--- config.mk ---
export PLATFORM = sky130hd
export DESIGN_NAME = ddr_write_arbiter
export DESIGN_NICKNAME = d
export VERILOG_FILES = /design/src/rtl/ddr_write_arbiter_pkg.sv /design/src/rtl/ddr_write_arbiter.sv
export SDC_FILE = /design/constraint.sdc
export NUM_CORES = 1
export LEC_CHECK = 0
export ABC_AREA = 1
export CORE_AREA = 2 2 210 212
export DETAILED_ROUTE_END_ITERATION = 8
export DIE_AREA = 0 0 212 214
export PLACE_DENSITY = 0.39
export RECOVER_POWER = 25
export SYNTH_ARGS = -nofsm -noshare
export SYNTH_HDL_FRONTEND = slang
export SYNTH_SLANG_ARGS = --single-unit
--- constraint.sdc ---
create_clock -name clk -period 4.8 [get_ports clk]
set_input_delay 1.44 -clock clk [delete_from_list [all_inputs] [get_ports clk]]
set_output_delay 1.44 -clock clk [all_outputs]
set_load 0.005 [all_outputs]
--- src/rtl/ddr_write_arbiter_pkg.sv ---
// Shared definitions for the DDR write arbiter: FSM state encoding and burst length default.
package ddr_write_arbiter_pkg;

    typedef enum logic [1:0] {
        ST_IDLE = 2'd0,
        ST_OWN0 = 2'd1,
        ST_OWN1 = 2'd2
    } arb_state_e;

    localparam int DATA_BEATS_DEFAULT = 2;

endpackage

--- src/rtl/ddr_write_arbiter.sv ---
// Two-master arbiter in front of the DDR address/write-data FIFOs. The owner holds the FIFOs for
// one burst (one af beat plus DATA_BEATS wdf beats); the other master sees both FIFOs full.
module ddr_write_arbiter
    import ddr_write_arbiter_pkg::*;
#(
    parameter int DATA_BEATS = DATA_BEATS_DEFAULT
) (
    input  logic         clk,
    input  logic         rst,
    input  logic         m0_req,
    output logic         m0_gnt,
    input  logic [30:0]  m0_af_addr_din,
    input  logic         m0_af_wr_en,
    input  logic [127:0] m0_wdf_din,
    input  logic [15:0]  m0_wdf_mask_din,
    input  logic         m0_wdf_wr_en,
    output logic         m0_af_full,
    output logic         m0_wdf_full,
    input  logic         m1_req,
    output logic         m1_gnt,
    input  logic [30:0]  m1_af_addr_din,
    input  logic         m1_af_wr_en,
    input  logic [127:0] m1_wdf_din,
    input  logic [15:0]  m1_wdf_mask_din,
    input  logic         m1_wdf_wr_en,
    output logic         m1_af_full,
    output logic         m1_wdf_full,
    input  logic         af_full,
    input  logic         wdf_full,
    output logic [30:0]  af_addr_din,
    output logic         af_wr_en,
    output logic [127:0] wdf_din,
    output logic [15:0]  wdf_mask_din,
    output logic         wdf_wr_en,
    output arb_state_e   dbg_state
);

    localparam logic [1:0] BEATS = 2'(DATA_BEATS);

    arb_state_e state_q;
    logic       m0_gnt_q, m1_gnt_q;
    logic       addr_done_q, addr_done_d;
    logic [1:0] data_cnt_q, data_cnt_d;
    logic       last_served_q;

    logic own0, own1, owned;
    logic own_req, own_af_full, own_wdf_full;
    logic burst_done, abort_idle;

    // Ownership is masked during reset so strobes drop in the reset cycle itself.
    assign own0  = (state_q == ST_OWN0) && !rst;
    assign own1  = (state_q == ST_OWN1) && !rst;
    assign owned = own0 || own1;

    always_comb begin
        own_req      = own0 ? m0_req : m1_req;
        own_af_full  = af_full | addr_done_q;
        own_wdf_full = wdf_full | (data_cnt_q == BEATS);
        m0_af_full   = own0 ? own_af_full  : 1'b1;
        m0_wdf_full  = own0 ? own_wdf_full : 1'b1;
        m1_af_full   = own1 ? own_af_full  : 1'b1;
        m1_wdf_full  = own1 ? own_wdf_full : 1'b1;
        af_addr_din  = '0;
        af_wr_en     = 1'b0;
        wdf_din      = '0;
        wdf_mask_din = '0;
        wdf_wr_en    = 1'b0;
        if (owned) begin
            af_addr_din  = own0 ? m0_af_addr_din  : m1_af_addr_din;
            af_wr_en     = (own0 ? m0_af_wr_en    : m1_af_wr_en) & !own_af_full;
            wdf_din      = own0 ? m0_wdf_din      : m1_wdf_din;
            wdf_mask_din = own0 ? m0_wdf_mask_din : m1_wdf_mask_din;
            wdf_wr_en    = (own0 ? m0_wdf_wr_en   : m1_wdf_wr_en) & !own_wdf_full;
        end
        // Gated strobes cannot push the counter past BEATS, so a plain add saturates.
        addr_done_d = addr_done_q | af_wr_en;
        data_cnt_d  = data_cnt_q + {1'b0, wdf_wr_en};
        burst_done  = addr_done_d && (data_cnt_d == BEATS);
        abort_idle  = !own_req && !addr_done_d && (data_cnt_d == 2'd0);
    end

    always_ff @(posedge clk) begin
        if (rst) begin
            state_q       <= ST_IDLE;
            m0_gnt_q      <= 1'b0;
            m1_gnt_q      <= 1'b0;
            addr_done_q   <= 1'b0;
            data_cnt_q    <= 2'd0;
            last_served_q <= 1'b1;
        end else begin
            case (state_q)
                ST_IDLE: begin
                    if (m0_req && (!m1_req || last_served_q)) begin
                        state_q  <= ST_OWN0;
                        m0_gnt_q <= 1'b1;
                    end else if (m1_req) begin
                        state_q  <= ST_OWN1;
                        m1_gnt_q <= 1'b1;
                    end
                end
                ST_OWN0, ST_OWN1: begin
                    if (burst_done || abort_idle) begin
                        state_q     <= ST_IDLE;
                        m0_gnt_q    <= 1'b0;
                        m1_gnt_q    <= 1'b0;
                        addr_done_q <= 1'b0;
                        data_cnt_q  <= 2'd0;
                        if (burst_done)
                            last_served_q <= (state_q == ST_OWN1);
                    end else begin
                        addr_done_q <= addr_done_d;
                        data_cnt_q  <= data_cnt_d;
                    end
                end
                default: begin
                    state_q  <= ST_IDLE;
                    m0_gnt_q <= 1'b0;
                    m1_gnt_q <= 1'b0;
                end
            endcase
        end
    end

    assign m0_gnt    = m0_gnt_q;
    assign m1_gnt    = m1_gnt_q;
    assign dbg_state = state_q;

endmodule

Word-level counts from Yosys, hierarchy flattened
Index checks and enable logic that the tools add are counted.

Memories kept: 0. Register bits: 8. Bits in latches: 0. ROM bits: 0. Memory bits (writable): 0. Logic and storage cells: 70.

Shift operators: 0. Equality and inequality tests: 9. Reduce and logical (&&, ||, !) cells: 22. Order comparisons: 0. Div/mod/pow operators: 0. Multipliers: 0. Muxes and demuxes: 27. Bitwise logic cells: 5. Add/subtract/negate cells: 1.

Operators with widths (number): 2-to-1 mux 128 bit (2); 2-to-1 mux 31 bit (2); 2-to-1 mux 16 bit (2); 2-to-1 mux 1 bit (14); 2-to-1 mux 2 bit (4); != test 2 bit, second input constant (4); equality test 2 bit, second input constant (3); logical AND 1 bit (6); zero test 1 bit (6); AND reduction 3 bit (2); zero test 2 bit (2); one-hot mux 1 bit (2 select lines) (2); one-hot mux 2 bit (2 select lines) (1); AND reduction 2 bit (2); logical OR 1 bit (3); != test 3 bit, second input constant (1); OR 1 bit (3); adder 2 x 1 -> 2 bit (1); bitwise AND 1 bit (2); equality test 2 x 1 -> 1 bit, second input constant (1); OR reduction 2 bit (1).

Longest topological paths before layout
Gate-level depths: netlist (run 1).

Depth in word-level cells: 12. Gate-level depth with buffers: 17. Depth with buffers taken out: 16.

Least setup slack after synthesis (run 1)
No wires, ideal clock.

Path type: input -> output. From: input port rst. To: output port wdf_din[100]. Path buffers: 2. Setup slack: 1.076 ns. Arrival: 2.284 ns. Stages: 5. Cells stage by stage: nor2_2 -> buf_2 -> clkbuf_1 -> a21oi_1 -> nor2_1.

Longest elaborated chain between the ends: 4.

Ends and longest elaborated chain: start: declaration (RTL line ddr_write_arbiter.sv:9) `input logic rst,`; zero test 1 bit * (RTL line ddr_write_arbiter.sv:51, ddr_write_arbiter.sv:52); logical AND 1 bit, on equally long branches (RTL line ddr_write_arbiter.sv:51, ddr_write_arbiter.sv:52); 2-to-1 mux 128 bit or logical OR 1 bit (tied branches) (RTL line ddr_write_arbiter.sv:71, ddr_write_arbiter.sv:53); 2-to-1 mux 128 bit * (RTL line ddr_write_arbiter.sv:68) `if (owned) begin`; end: declaration (RTL line ddr_write_arbiter.sv:32) `output logic [127:0] wdf_din,`.

Every way passes the cells marked *; elsewhere a longest branch is shown, timed or not.

Worst setup path after layout (run 1)
From: input port rst. To: output port wdf_din[13].

The elaborated chain is that of the path after synthesis.

==> flow_metrics.py, run 1 <==
metrics = {
    "timing": {
        "min_period_over_period_pct": 97.47,
        "worst_pin_slew_ns": 0.4489,
        "drv_slew": 0,
        "fin_crit_ns": 4.679,
        "rsz0062_at_grt": "false",
        "fmax_mhz": 213.7,
        "hold_viol": 0,
        "tns_ns": 0,
        "max-slew-margin-rel_pct": 70.20,
        "setup-violations-final": 0,
        "hold_ws_ns": 0.4710,
        "skew_ns": 0.001110,
    },
    "detailed_routing": {
        "top_layer": "met4",
        "via_count": 6374,
        "wl_um": 30910,
        "route.detailed.drc": 0,
        "wl_met1_um": 12920,
        "wl_met3_um": 2510,
        "wl_met2_um": 15070,
        "ant_nets": 0,
        "first_pass_iters": 4,
        "first_iter_violations": 228,
        "vias_per_cell": 3.527,
        "wl_per_cell_um": 17.11,
    },
    "final_layout": {
        "syn_to_final_growth_pct": 219.7,
        "fin_cells": 1807,
        "final_util_pct": 22.49,
        "layout_common_cells": "clkdlybuf4s50_1 (517), nor2_1 (356), a21oi_1 (185), buf_4 (48), nand2_1 (24)",
        "drive_above_1_share_pct": 6.137,
        "nNetsFinal": 1588,
        "diodes": 0,
        "layout_commonest_cell": "clkdlybuf4s50_1",
        "nFillCells": 4858,
    },
    "worst_setup_path": {
        "path_cells": "dlygate4sd2_1 -> nor2_4 -> buf_12 -> clkbuf_1 -> a21oi_1 -> nor2_1 -> clkdlybuf4s50_1",
        "crit_path_max_incr_delay_ns": 0.58,
        "path_delay_family": "buffers and inverters",
        "startpoint": "rst",
        "worstReg2RegEnd": "m1_gnt$_SDFFE_PP0P_",
        "crit_arrival_ns": 3.24,
        "cp_slowest_cell": "clkdlybuf4s50_1",
        "startpoint_type": "input port",
        "cp.depth": 7,
        "r2r_cells": 14,
        "critPathKind": "in2out",
        "r2r_setup_slack_ns": 2.03,
        "worstPathRequired_ns": 3.36,
        "reg2reg_from": "dbg_state[0]$_SDFFE_PP0P_",
        "crit_end": "wdf_din[13]",
        "path_max_fanout": 34,
        "path_buf_inv": 4,
        "end_kind": "primary output",
    },
    "synthesis": {
        "yosys_warnings": 0,
        "synth_seq_cells": 8,
        "synth-seq-area-share_pct": 5.309,
        "synthesis.instances": 668,
        "syn-num-nets": 1032,
        "syn_avg_cell_area_um2": 4.516,
        "netlist-cell-type-count": 21,
        "syn_area_mm2": 0.003017,
    },
    "flow_run": {
        "max-cap-violations": 0,
    },
    "die": {
        "core_mm2": 0.04289,
        "die_area_mm2": 0.04537,
        "rows": 76,
        "chipHeight_um": 214,
        "die_w_um": 212,
        "start_util_pct": 7.034,
        "io_pins": 545,
    },
    "power_and_ir_drop": {
        "ir_drop_uv": 163.2,
        "powerDensity_mw_per_mm2": 353.8,
        "power.leakage_nw": 3.959,
    },
    "global_routing": {
        "grt-ovfl-total": 0,
        "grt_pass1_vias": 6545,
        "antenna_found_initial": 1,
        "grt_max_degree": 35,
        "grtUsageTotal_pct": 12.66,
        "grt_first_pass_wirelength_um": 43110,
    },
    "clock_tree": {
        "clk_latency_ns": 0.24,
        "root_buffer": "clkbuf_16",
        "cts_sinks": 8,
        "clk_path_buf_depth": 2,
        "cts-buffers-inserted": 3,
        "postCtsSetupBuffers": 0,
        "path_clk_slew_ns": 0.04,
        "cts_max_level": 1,
        "cts_tree": "built",
    },
    "worst_hold_path": {
        "hold_path.class": "reg2reg",
    },
    "placement": {
        "dp_hpwl_um": 26340,
        "portBuffers": 544,
        "place_inst": 1804,
        "gp_congestion": 0.8576,
    },
    "run_status": {
        "status": "complete, no violations",
    },
}
-- cell type report --
| type | instances | area [um^2] | share of cell area [%] |
|---|---|---|---|
| multi-input combinational | 588 | 2539 | 26.32 |
| sequential | 8 | 160.2 | 1.661 |
| inverter | 15 | 56.30 | 0.5838 |
| clock buffer | 3 | 75.07 | 0.7784 |
| timing repair buffer | 608 | 6082 | 63.06 |
| tap | 585 | 732.0 | 7.590 |
-- metrics by stage --
stage / total power, W / setup WS [ns] / cell area (um^2)
detailed placement: 0.003377 / -0.1313 / 9613
global route: 0.003708 / 0.04696 / 9644
global placement: 0.003407 / -0.1443 / 9613
floorplan: 0.001204 / 1.076 / 3017
CTS: 0.003557 / 0.1800 / 9694
finish: 0.003413 / 0.1212 / 9644
-- worst min path at each step --
stage                                     startpoint                          to  slack [ns]  depth (start not counted)
after floorplan           last_served_q$_SDFFE_PP1P_  last_served_q$_SDFFE_PP1P_        0.43                          2
after global placement    last_served_q$_SDFFE_PP1P_  last_served_q$_SDFFE_PP1P_        0.47                          2
after detailed placement         m0_gnt$_SDFFE_PP0P_         m0_gnt$_SDFFE_PP0P_        0.46                          2
after CTS                 data_cnt_q[0]$_SDFFE_PP0N_  data_cnt_q[0]$_SDFFE_PP0N_        0.48                          2
after global routing             m1_gnt$_SDFFE_PP0P_         m1_gnt$_SDFFE_PP0P_        0.51                          2
final                            m0_gnt$_SDFFE_PP0P_         m0_gnt$_SDFFE_PP0P_        0.47                          2
-- state kept, by name, summed over array words and instances, names as in the netlist --
signal,count
data_cnt_q,2
dbg_state,2
m0_gnt,1
addr_done_q,1
last_served_q,1
m1_gnt,1
-- kinds of logic after synthesis --
group / share of synthesized area [%]
compound gates: 31.81
fa+ha+maj: 1.659
buf+inv: 10.66
flops: 5.309
simple gates: 50.56
-- layer usage --
metal	track usage [%]	vias up
met5	0	-
met3	2.800	17
li1	-	3261
met4	1.878	0
met2	23.27	317
met1	15.15	2779
-- where the power goes --
group          internal [W]  switching [W]
Combinational       0.00173        0.00143
Clock              0.000108      0.0000367
Sequential        0.0000859      0.0000157
-- cells in the mapped netlist (all sizes together) --
| library cell | instances | area, um^2 |
|---|---|---|
| nor2 | 358 | 1354 |
| a21oi | 185 | 925.9 |
| buf | 45 | 220.2 |
| nand2 | 26 | 105.1 |
| inv | 15 | 56.31 |
| clkbuf | 12 | 45.04 |
| dfxtp | 8 | 160.2 |
| nand3 | 7 | 52.55 |
| o21ai | 5 | 25.02 |
| ha | 4 | 50.05 |
| a221oi | 1 | 8.760 |
| nand3b | 1 | 7.510 |
| nand4 | 1 | 6.260 |
-- tightest hold or removal path: stages (launching register included) --
cell	delay (ns)
dfxtp_1	0.32
a21oi_1	0.04
nor2_1	0.07
-- what timing repair did --
item                       in CTS  in global routing
hold endpoints to repair        0                  0
setup endpoints to repair     108                  0
hold buffers                    0                  0
gates resized for setup         3                  0
(Power assumes the default switching activity.)
==> run 2: changes to the inputs <==
- SKIP_CTS_REPAIR_TIMING: unset -> 1
==> flow_metrics.py, run 2 (synthesized netlist as in run 1, its figures left out) <==
metrics = {
    "die": {
        "die_area_mm2": 0.04537,
        "core_mm2": 0.04289,
        "start_util_pct": 7.034,
        "rows": 76,
        "io_pins": 545,
        "chipHeight_um": 214,
        "die_w_um": 212,
    },
    "run_status": {
        "status": "complete, no violations",
    },
    "worst_setup_path": {
        "critPathKind": "in2out",
        "worstReg2RegEnd": "m1_gnt$_SDFFE_PP0P_",
        "startpoint_type": "input port",
        "path_max_fanout": 12,
        "end_kind": "primary output",
        "r2r_cells": 14,
        "reg2reg_from": "dbg_state[0]$_SDFFE_PP0P_",
        "r2r_setup_slack_ns": 2.04,
        "crit_arrival_ns": 3.12,
        "worstPathRequired_ns": 3.36,
    },
    "final_layout": {
        "nFillCells": 4859,
        "diodes": 0,
        "syn_to_final_growth_pct": 219.0,
        "multi_input_area_mm2": 0.002539,
        "layout_commonest_cell": "clkdlybuf4s50_1",
        "nNetsFinal": 1588,
        "drive_above_1_share_pct": 6.219,
        "regArea_um2": 160.2,
        "layout_common_cells": "clkdlybuf4s50_1 (514), nor2_1 (356), a21oi_1 (185), buf_4 (48), nand2_1 (24)",
    },
    "detailed_routing": {
        "wl_per_cell_um": 17.10,
        "via_count": 6368,
        "first_iter_violations": 225,
        "first_pass_iters": 4,
        "wl_um": 30910,
        "vias_per_cell": 3.524,
        "route.detailed.drc": 0,
        "ant_nets": 0,
    },
    "power_and_ir_drop": {
        "power_w": 0.003399,
        "powerDensity_mw_per_mm2": 353.2,
        "power.leakage_nw": 3.945,
        "ir_drop_uv": 163.1,
    },
    "worst_hold_path": {
        "hold_path_end": "m0_gnt$_SDFFE_PP0P_",
        "min_from": "m0_gnt$_SDFFE_PP0P_",
        "hold_path.class": "reg2reg",
        "hold_depth": 2,
    },
    "placement": {
        "gp_congestion": 0.8576,
        "portBuffers": 544,
        "dp_hpwl_um": 26340,
    },
    "global_routing": {
        "antenna_found_initial": 1,
        "grtUsageTotal_pct": 12.66,
        "grt_first_pass_wirelength_um": 43110,
        "grt-ovfl-total": 0,
        "grt_max_degree": 35,
        "grt_pass1_vias": 6545,
    },
    "timing": {
        "rsz0062_at_grt": "false",
        "setup-violations-final": 0,
        "hold_viol": 0,
        "worst_pin_slew_ns": 0.4489,
        "max-slew-margin-rel_pct": 70.20,
        "skew_ns": 0.001119,
        "fin_crit_ns": 4.563,
        "drv_slew": 0,
        "min_period_over_period_pct": 95.07,
        "tns_ns": 0,
        "fmax_mhz": 219.1,
    },
    "clock_tree": {
        "root_buffer": "clkbuf_16",
        "cts_tree": "built",
        "cts_sinks": 8,
        "path_clk_slew_ns": 0.04,
        "cts_max_level": 1,
        "cts-buffers-inserted": 3,
        "clk_path_buf_depth": 2,
        "clk_latency_ns": 0.24,
    },
    "flow_run": {
        "max-cap-violations": 0,
    },
}
run 2: metal layers:
layer | global-route usage (%) | vias up | routed length, um | share of wire (%)
met1 | 15.15 | 2780 | 12960 | 42
met5 | 0 | - | 0 | 0
li1 | - | 3260 | - | -
met2 | 23.27 | 311 | 15070 | 49
met3 | 2.800 | 17 | 2460 | 8.0
met4 | 1.878 | 0 | 415 | 1.3
run 2: report_power, final:
part	internal [W]	leakage (nW)	total [W]	switching, W
logic	0.00172	3.84	0.00315	0.00143
registers	0.0000859	0.0656	0.000102	0.0000158
clock network	0.000108	0.0370	0.000144	0.0000365
run 2: final cells by class:
class                      instances  share of cell area, %
clock buffer                       3                 0.7801
inverter                          15                 0.5851
multi-input combinational        588                  26.38
sequential                         8                  1.664
tap                              585                  7.606
timing repair buffer             608                  62.98
run 2: metrics by stage:
stage          hold slack, ns  setup WS (ns)  area (um^2)  util, %  cells
2_1_floorplan          0.4290          1.076         3017        -    668
3_3_place_gp           0.4702        -0.1443         9613    22.42   1804
3_5_place_dp           0.4644        -0.1313         9613    22.42   1804
4_1_cts                0.4812        -0.1313         9688    22.59   1807
5_1_grt                0.5087         0.1252         9623    22.44   1807
6_report               0.4710         0.2366         9623    22.44   1807
run 2: worst max-delay path by stage:
stage / slack, ns / cells past startpoint / end / start
3_5_place_dp: -0.13 / 7 / wdf_din[4] / rst
5_1_grt: 0.13 / 7 / wdf_din[12] / rst
6_report: 0.24 / 7 / wdf_din[13] / rst
2_1_floorplan: 1.08 / 5 / wdf_din[100] / rst
3_3_place_gp: -0.14 / 9 / af_wr_en / rst
4_1_cts: -0.13 / 7 / wdf_din[4] / rst
run 2: critical path, stage by stage:
cell             delay [ns]
clkbuf_1               0.28
inv_2                  0.13
nand2_8                0.16
clkbuf_2               0.30
nor2_1                 0.07
nor2_1                 0.16
clkdlybuf4s50_1        0.58
